$ cat config.mk
export PLATFORM = sky130hd
export DESIGN_NAME = pll_reset_sequencer
export DESIGN_NICKNAME = d
export VERILOG_FILES = /design/src/rtl/pll_reset_seq_pkg.sv /design/src/rtl/cdc_sync_bit.sv /design/src/rtl/pll_reset_sequencer.sv
export SDC_FILE = /design/constraint.sdc
export NUM_CORES = 1
export LEC_CHECK = 0
export BUFFER_PORTS_ARGS = -buffer_cell sky130_fd_sc_hd__buf_2
export CAP_MARGIN = 20
export CORE_ASPECT_RATIO = 2
export CORE_UTILIZATION = 30
export CTS_CLUSTER_DIAMETER = 40
export DETAILED_ROUTE_END_ITERATION = 8
export SYNTH_ARGS = -nofsm -noshare
export SYNTH_HDL_FRONTEND = slang
export SYNTH_SLANG_ARGS = --single-unit
export TNS_END_PERCENT = 50
$ cat constraint.sdc
create_clock -name clk_i -period 2.25 [get_ports clk_i]
set_clock_uncertainty 0.05 [all_clocks]
set_input_delay 0.45 -clock clk_i [delete_from_list [all_inputs] [get_ports clk_i]]
set_output_delay 0.45 -clock clk_i [all_outputs]
set_load 0.01 [all_outputs]
$ cat src/rtl/pll_reset_seq_pkg.sv
// Shared types and default timing constants for the PLL reset sequencer.
package pll_reset_seq_pkg;

  // Sequencer states, in release order.
  typedef enum logic [1:0] {
    StWaitLock = 2'd0,
    StStable   = 2'd1,
    StHold     = 2'd2,
    StRun      = 2'd3
  } pll_seq_state_e;

  localparam int unsigned DefSyncStages      = 2;
  localparam int unsigned DefLockStableCycles = 1024;
  localparam int unsigned DefResetHoldCycles  = 16;

endpackage

$ cat src/rtl/cdc_sync_bit.sv
// Multi-flop single-bit synchroniser with asynchronous active-low reset to 0.
module cdc_sync_bit #(
  parameter int unsigned STAGES = 2
) (
  input  logic clk_i,
  input  logic rst_n_i,
  input  logic d_i,
  output logic q_o
);

  logic [STAGES-1:0] r_sync;

  // Shift the asynchronous input through the flop chain.
  always_ff @(posedge clk_i or negedge rst_n_i) begin
    if (!rst_n_i) begin
      r_sync <= '0;
    end else begin
      r_sync <= {r_sync[STAGES-2:0], d_i};
    end
  end

  assign q_o = r_sync[STAGES-1];

endmodule

$ cat src/rtl/pll_reset_sequencer.sv
// Two-phase reset release for one PLL clock domain, driven by the PLL lock flag.
// Optional feature macro: PLL_RESET_SEQ_LOSS_COUNT_EN enables the lock-loss pulse
// and the saturating lock-loss counter; without it both outputs are tied to 0.
module pll_reset_sequencer
  import pll_reset_seq_pkg::*;
#(
  parameter int unsigned SYNC_STAGES        = DefSyncStages,
  parameter int unsigned LOCK_STABLE_CYCLES = DefLockStableCycles,
  parameter int unsigned RESET_HOLD_CYCLES  = DefResetHoldCycles,
  parameter int unsigned CNT_W              = 8
) (
  input  logic             clk_i,
  input  logic             rst_n_i,
  input  logic             locked_i,
  output logic             rst_early_n_o,
  output logic             rst_n_o,
  output logic             lock_lost_o,
  output logic [CNT_W-1:0] lock_loss_count_o
);

  localparam int unsigned MaxCycles =
      (LOCK_STABLE_CYCLES > RESET_HOLD_CYCLES) ? LOCK_STABLE_CYCLES : RESET_HOLD_CYCLES;
  localparam int unsigned SeqCntW = $clog2(MaxCycles) + 1;

  // Terminal counts: the counter is 0 on the entry edge, so the exit edge sees N-1.
  localparam logic [SeqCntW-1:0] StableLast = SeqCntW'(LOCK_STABLE_CYCLES - 1);
  localparam logic [SeqCntW-1:0] HoldLast   = SeqCntW'(RESET_HOLD_CYCLES - 1);

  logic               w_lk;
  pll_seq_state_e     r_state;
  logic [SeqCntW-1:0] r_cnt;
  logic               r_rst_early_n;
  logic               r_rst_n;

  cdc_sync_bit #(
    .STAGES(SYNC_STAGES)
  ) u_lock_sync (
    .clk_i  (clk_i),
    .rst_n_i(rst_n_i),
    .d_i    (locked_i),
    .q_o    (w_lk)
  );

  // Sequencer FSM; reset outputs are registered from the state being entered.
  always_ff @(posedge clk_i or negedge rst_n_i) begin
    if (!rst_n_i) begin
      r_state       <= StWaitLock;
      r_cnt         <= '0;
      r_rst_early_n <= 1'b0;
      r_rst_n       <= 1'b0;
    end else if (!w_lk) begin
      // Lock dropped: restart from any state.
      r_state       <= StWaitLock;
      r_cnt         <= '0;
      r_rst_early_n <= 1'b0;
      r_rst_n       <= 1'b0;
    end else begin
      unique case (r_state)
        StWaitLock: begin
          r_state       <= StStable;
          r_cnt         <= '0;
          r_rst_early_n <= 1'b0;
          r_rst_n       <= 1'b0;
        end
        StStable: begin
          if (r_cnt == StableLast) begin
            r_state       <= StHold;
            r_cnt         <= '0;
            r_rst_early_n <= 1'b1;
          end else begin
            r_cnt <= r_cnt + 1'b1;
          end
        end
        StHold: begin
          if (r_cnt == HoldLast) begin
            r_state <= StRun;
            r_cnt   <= '0;
            r_rst_n <= 1'b1;
          end else begin
            r_cnt <= r_cnt + 1'b1;
          end
        end
        StRun: begin
          r_rst_early_n <= 1'b1;
          r_rst_n       <= 1'b1;
        end
        default: begin
          r_state       <= StWaitLock;
          r_cnt         <= '0;
          r_rst_early_n <= 1'b0;
          r_rst_n       <= 1'b0;
        end
      endcase
    end
  end

  assign rst_early_n_o = r_rst_early_n;
  assign rst_n_o       = r_rst_n;

`ifdef PLL_RESET_SEQ_LOSS_COUNT_EN
  localparam logic [CNT_W-1:0] CntMax = {CNT_W{1'b1}};

  logic             r_lock_lost;
  logic [CNT_W-1:0] r_loss_count;
  logic             w_loss_event;

  // Only a loss while fully released is reported; earlier drops are silent restarts.
  assign w_loss_event = (r_state == StRun) && !w_lk;

  // Lock-loss pulse and saturating event counter.
  always_ff @(posedge clk_i or negedge rst_n_i) begin
    if (!rst_n_i) begin
      r_lock_lost  <= 1'b0;
      r_loss_count <= '0;
    end else begin
      r_lock_lost <= w_loss_event;
      if (w_loss_event && (r_loss_count != CntMax)) begin
        r_loss_count <= r_loss_count + 1'b1;
      end
    end
  end

  assign lock_lost_o       = r_lock_lost;
  assign lock_loss_count_o = r_loss_count;
`else
  assign lock_lost_o       = 1'b0;
  assign lock_loss_count_o = '0;
`endif

endmodule

* Yosys cells after proc, flatten, opt, wreduce, memory -nomap -nowiden
Cells that the tools add are included.
** Operators by class
- $add $sub $neg :: 1
- Eq/ne operators :: 10
- Multiplexer cells :: 14
- Reduce and logical (&&, ||, !) cells :: 4
** Operator list (count)
- 11-bit 2-to-1 mux :: 3
- 11-bit one-hot mux with 3 select lines :: 1
- 4-bit inequality test (second input constant) :: 3
- 11-bit by 1-bit adder with 11-bit output (second input constant) :: 1
- 11-bit by 10-bit equality test with 1-bit output (second input constant) :: 1
- 11-bit by 4-bit equality test with 1-bit output (second input constant) :: 1
- 2-bit 2-to-1 mux :: 3
- 3-bit inequality test (second input constant) :: 2
- 1-bit one-hot mux with 3 select lines :: 2
- 2-bit one-hot mux with 3 select lines :: 1
- 2-bit equality test (second input constant) :: 2
- 1-bit 2-to-1 mux :: 4
- 2-bit AND reduction :: 2
- 3-bit AND reduction :: 1
- 2-bit by 1-bit equality test with 1-bit output (second input constant) :: 1
- 2-bit zero test :: 1
** Word-level totals
- Flip-flop bits (word level) :: 17
- Bits of input ports :: 3
- Output and inout port bits :: 11
- Word-level logic and storage cells :: 34

* Longest topological paths before layout
- Word-level depth :: 4
- Mapped depth :: 8
- Gate-level depth less buffers :: 7

* Modules after synthesis
Synthesis repeated with hierarchy kept, for this count alone.
** Unflattened totals
- Cell total of the unflattened synthesis :: 106
- Area total of the unflattened synthesis :: 1046.0 sq um
** Modules (own cells, without submodules)
- pll_reset_sequencer :: instances 1, cells an instance 104, area an instance 996.0 sq um, sequential area each 375.4 sq um
- cdc_sync_bit :: instances 1, cells an instance 2, area an instance 50.0 sq um, sequential area each 50.0 sq um

* Worst setup path after synthesis
No wires, ideal clock.
- Path kind :: reg2reg
- Start :: reg r_cnt[0]
- End :: reg r_state[1]
- Setup time :: 0.122 ns
- Arrival :: 1.731 ns
- Data required time :: 2.078 ns
- Slack :: 0.348 ns
- Stages on the path, launching flop included :: 7
- Path buffers :: 0
- Clock period less this slack :: 1.902 ns
- Cells stage by stage :: dfrtp_1 -> ha_1 -> nand4_1 -> or4_4 -> a21boi_2 -> nand2_1 -> a32o_1
** On the way
- Longest elaborated chain between the ends :: 3
- Elaborated cells on any way between the ends :: 5
- Those cells by class :: 4 x eq/ne; 1 x reduce/logical
** RTL lines
- start: declaration :: line pll_reset_sequencer.sv:31 : logic [SeqCntW-1:0] r_cnt;
- start signal: assignment :: line pll_reset_sequencer.sv:71 : r_cnt <= r_cnt + 1'b1;
- start signal: assignment :: line pll_reset_sequencer.sv:80 : r_cnt <= r_cnt + 1'b1;
- 11-bit by 4-bit equality test with 1-bit output / 11-bit by 10-bit equality test with 1-bit output (equally long branches) :: line pll_reset_sequencer.sv:75, pll_reset_sequencer.sv:66
- 3-bit inequality test (no line)
- 3-bit AND reduction (no line) (*)
- end signal: assignment :: line pll_reset_sequencer.sv:67 : r_state <= StHold;
- end signal: assignment :: line pll_reset_sequencer.sv:76 : r_state <= StRun;
- end signal: assignment :: line pll_reset_sequencer.sv:88 : r_state <= StWaitLock;
- end: declaration :: line pll_reset_sequencer.sv:30 : pll_seq_state_e r_state;
Every way passes the cells marked *; elsewhere a longest branch is shown, timed or not.
A chain may end at the register's enable or synchronous reset.

* Worst setup path after layout
Same ends and word-level chain as after synthesis.

==> impl_results.rst <==
.. list-table::
   :header-rows: 1

   * - Metric
     - Value
   * - Clock edge transition at the registers on the reported setup and hold paths
     - 0.06 ns
   * - Layout filler cell count
     - 371
   * - Setup TNS
     - 0 ns
   * - Tcrit/Tclk final
     - 92.4%
   * - Switching share of power
     - 38.5%
   * - Sequential share of power
     - 37.6%
   * - Global-route wire length before repair
     - 3.66 mm
   * - DRT Pass-1 Iters
     - 4
   * - Cells traversed along the worst timing path
     - ha_1 -> nand4_1 -> or4_4 -> a21boi_2 -> nand2_1 -> a32o_1
   * - Setup repair after global routing missed its margin
     - no
   * - Port bufs
     - 4
   * - Internal cell power
     - 0.629 mW
   * - Placeable core region
     - 3380 um^2
   * - Total I/O pin count
     - 14
   * - Vias after detailed routing
     - 872
   * - Biggest fanout along the worst timing path
     - 5
   * - Depth of the most critical reg-to-reg path
     - 6
   * - Clock tree from TritonCTS
     - done
   * - Max IR drop VDD
     - 0.311 mV
   * - Ranking of synthesized cells by area
     - sky130_fd_sc_hd__dfrtp_1, sky130_fd_sc_hd__buf_4, sky130_fd_sc_hd__ha_1
   * - Average size of a mapped cell
     - 9.11 um^2
   * - Post-synth cell types
     - 31
   * - Post-detailed-route wirelength per cell
     - 13.7 um
   * - Sequential fraction of the synthesis area
     - 39.9%
   * - WL final
     - 2.14 mm
   * - Number of clock buffers inserted by TritonCTS
     - 3
   * - Max stage delay cell, worst path
     - sky130_fd_sc_hd__or4_4
   * - Crit path time final
     - 2.08 ns
   * - Post-route worst setup slack
     - 0.172 ns
   * - Die height
     - 86.3 um
   * - Global-route usage over all layers
     - 12.9%
   * - Min-Delay Path Class
     - in2async
   * - Nature of the critical path startpoint
     - register
   * - Cell type with the largest total area after synthesis
     - sky130_fd_sc_hd__dfrtp_1
   * - Status
     - finished, final reports clean
   * - Overall die width
     - 44.2 um
   * - Instance count of the mapped netlist
     - 117
   * - Upper clock frequency limit
     - 481 MHz
   * - Routability cong.
     - 0.805
   * - Part of the total power dissipated in the clock network
     - 22.1%
   * - Worst slack at placement
     - 0.176 ns
   * - Area growth from synthesis to final layout
     - 6.69%
   * - Arrival @ worst endpoint
     - 2.16 ns
   * - Highest routing layer actually used
     - met4
   * - Clk root buf
     - sky130_fd_sc_hd__clkbuf_8
   * - Number of sinks handled by clock tree synthesis
     - 17
   * - Yosys Warn Count
     - 0
   * - Half-perimeter wire length of the detailed placement result
     - 1.67 mm
   * - DRC violation count after routing
     - 0
   * - Crit path required time
     - 2.34 ns
   * - Longest individual stage delay on the worst path
     - 0.58 ns
   * - Latest clock arrival within the worst-skew pair
     - 0.25 ns
   * - Number of register bits inferred by synthesis
     - 17
   * - Number of max-cap violations
     - 0
   * - Via count of the first global-routing pass
     - 870
   * - Number of setup buffers added after CTS
     - 0
   * - Setup crit end kind
     - register
   * - Site Rows
     - 30
   * - Fraction of final layout cells sized beyond drive strength 1
     - 12.9%
   * - Routed Antenna Nets
     - 0
   * - Final Slew Violations
     - 0
   * - Leak
     - 0.492 nW
   * - # nets final
     - 133
   * - Detailed-route vias per instance
     - 5.59
   * - Relative contribution of combinational cells to total power
     - 40.4%
   * - First DRT Iteration DRCs
     - 19
   * - Met1 wire length
     - 735 um
   * - P per Cell Area
     - 899 nW/um^2
   * - Max clock buf depth
     - 2
   * - Switching power
     - 0.393 mW
   * - Category of the critical setup timing path
     - reg2reg
   * - Pin count of the biggest net entering global routing
     - 18
   * - Number of hold violations in the final report
     - 0
   * - Number of antenna violations at the first check in global routing
     - 0
   * - Length of routed met3 wiring
     - 50 um
   * - Number of setup violations in the final report
     - 0
   * - Deepest level of the CTS H-tree
     - 1
   * - Post-Synthesis Cell Area
     - 1070 um^2
   * - Length of routed met2 wiring
     - 1.23 mm
   * - Die outline area
     - 3810 um^2
   * - Global route total overflow
     - 0
   * - Yosys top cell area share
     - 39.9%
   * - N_diodes
     - 0
   * - Initial core utilization
     - 31.6%
==> final timing paths <==
kind	slack, ns	start	to
setup / recovery	0.17	r_cnt[0]	r_state[1]
hold / removal	0.07	rst_n_i	r_state[0]
setup reg to reg	0.17	r_cnt[0]	r_state[1]
hold reg to reg	0.30	u_lock_sync.r_sync[0]	u_lock_sync.r_sync[1]
max in group asynchronous	1.80	rst_n_i	r_cnt[4]
min in group clk_i	0.25	locked_i	u_lock_sync.r_sync[0]
==> power groups by stage <==
stage / sequential [mW] / combinational (mW) / clock (mW)
2_1_floorplan: 0.388 / 0.336 / 0
3_3_place_gp: 0.387 / 0.402 / 0
3_5_place_dp: 0.390 / 0.407 / 0
4_1_cts: 0.385 / 0.409 / 0.237
5_1_grt: 0.390 / 0.484 / 0.245
6_report: 0.384 / 0.413 / 0.226
==> state kept, by name, indices dropped and copies added, names as in the netlist <==
| register | cells |
|---|---|
| r_cnt | 11 |
| r_state | 2 |
| rst_early_n_o | 1 |
| rst_n_o | 1 |
| u_lock_sync.r_sync | 2 |
==> cell families (layout without fill, tap and decap cells) <==
kind of cell / count (synthesis) / count (layout) / share of synthesized area (%)
and+or+nand+nor: 47 / 47 / 22.3
AOI/OAI and AO/OA: 34 / 34 / 23.1
DFF: 17 / 17 / 39.9
buffers and inverters: 13 / 12 / 8.45
adders and majority gates: 5 / 5 / 5.87
other: 1 / 9 / 0.352
==> final cells by class <==
cell class | instances | area [um^2] | share of cell area, %
Inverter | 3 | 11.3 | 0.990
Timing Repair Buffer | 5 | 27.5 | 2.42
Tap cell | 32 | 40.0 | 3.52
Multi-Input combinational cell | 95 | 588 | 51.7
Sequential cell | 17 | 425 | 37.4
Clock buffer | 4 | 45.0 | 3.96
==> synth_stat cells, drive strengths merged <==
cell and instances:
nand4 1, o31ai 2, or2 2, o21ai 7, conb 1, dfrtp 17
ha 5, nand3 6, a32o 1, and3 3, a31oi 8, nand2 16
buf 10, nand4b 2, nor2 9, nor4 1, a22o 1, o21bai 1
inv 3, o21a 2, nand3b 1, and2 2, o22ai 1, nor3 2
or4 2, a21boi 2, a21oi 8, a41oi 1
==> stage by stage <==
stage	hold slack, ns	std cells	util, %	cell area (um^2)	total power, mW
finish	0.0690	156	33.7	1140	1.02
global route	0.0897	156	33.7	1140	1.12
CTS	0.0782	156	33.4	1130	1.03
detailed placement	0.294	152	32.1	1080	0.797
global placement	0.285	152	32.1	1080	0.789
floorplan	0.104	125	-	1100	0.724
==> layout by cell type (no fill, tap or decap) <==
cell and n:
sky130_fd_sc_hd__dfrtp_1 17, sky130_fd_sc_hd__nand2_1 16, sky130_fd_sc_hd__nor2_1 9, sky130_fd_sc_hd__conb_1 9, sky130_fd_sc_hd__a21oi_1 8, sky130_fd_sc_hd__a31oi_1 8, sky130_fd_sc_hd__nand3_1 6, sky130_fd_sc_hd__o21ai_0 6
sky130_fd_sc_hd__ha_1 5, sky130_fd_sc_hd__buf_2 4, sky130_fd_sc_hd__inv_1 3, sky130_fd_sc_hd__and3_1 3, sky130_fd_sc_hd__clkbuf_8 3, sky130_fd_sc_hd__or4_4 2, sky130_fd_sc_hd__or2_2 2, sky130_fd_sc_hd__nand4b_1 2
sky130_fd_sc_hd__o31ai_4 2, sky130_fd_sc_hd__and2_1 2, sky130_fd_sc_hd__nor3_1 2, sky130_fd_sc_hd__o21a_1 2, sky130_fd_sc_hd__nand4_1 1, sky130_fd_sc_hd__a21boi_2 1, sky130_fd_sc_hd__a32o_1 1, sky130_fd_sc_hd__nor4_1 1
sky130_fd_sc_hd__o21ai_4 1, sky130_fd_sc_hd__o22ai_1 1, sky130_fd_sc_hd__o21bai_1 1, sky130_fd_sc_hd__a21boi_0 1, sky130_fd_sc_hd__nand3b_1 1, sky130_fd_sc_hd__a22o_1 1, sky130_fd_sc_hd__a41oi_1 1, sky130_fd_sc_hd__clkbuf_1 1
sky130_fd_sc_hd__buf_4 1
==> per-layer routing <==
| layer | track usage, % | vias up |
|---|---|---|
| li1 | - | 423 |
| met1 | 11.6 | 413 |
| met2 | 24.2 | 25 |
| met3 | 1.25 | 11 |
| met4 | 10.5 | 0 |
| met5 | 0 | - |
==> worst max-delay path, delay by kind of cell, from the launching register on <==
family / cells / cell delay [ns]
AND/OR/NAND/NOR: 3 / 0.85
adder cells (fa/ha/maj): 1 / 0.24
flip-flops: 1 / 0.40
AO/OA/AOI/OAI: 2 / 0.43
==> timing repair <==
action | CTS | global route
gates resized for setup | 0 | 1
hold buffers | 0 | 0
endpoints found under the setup margin | 0 | 1
Power figures use the tool's default switching activity.
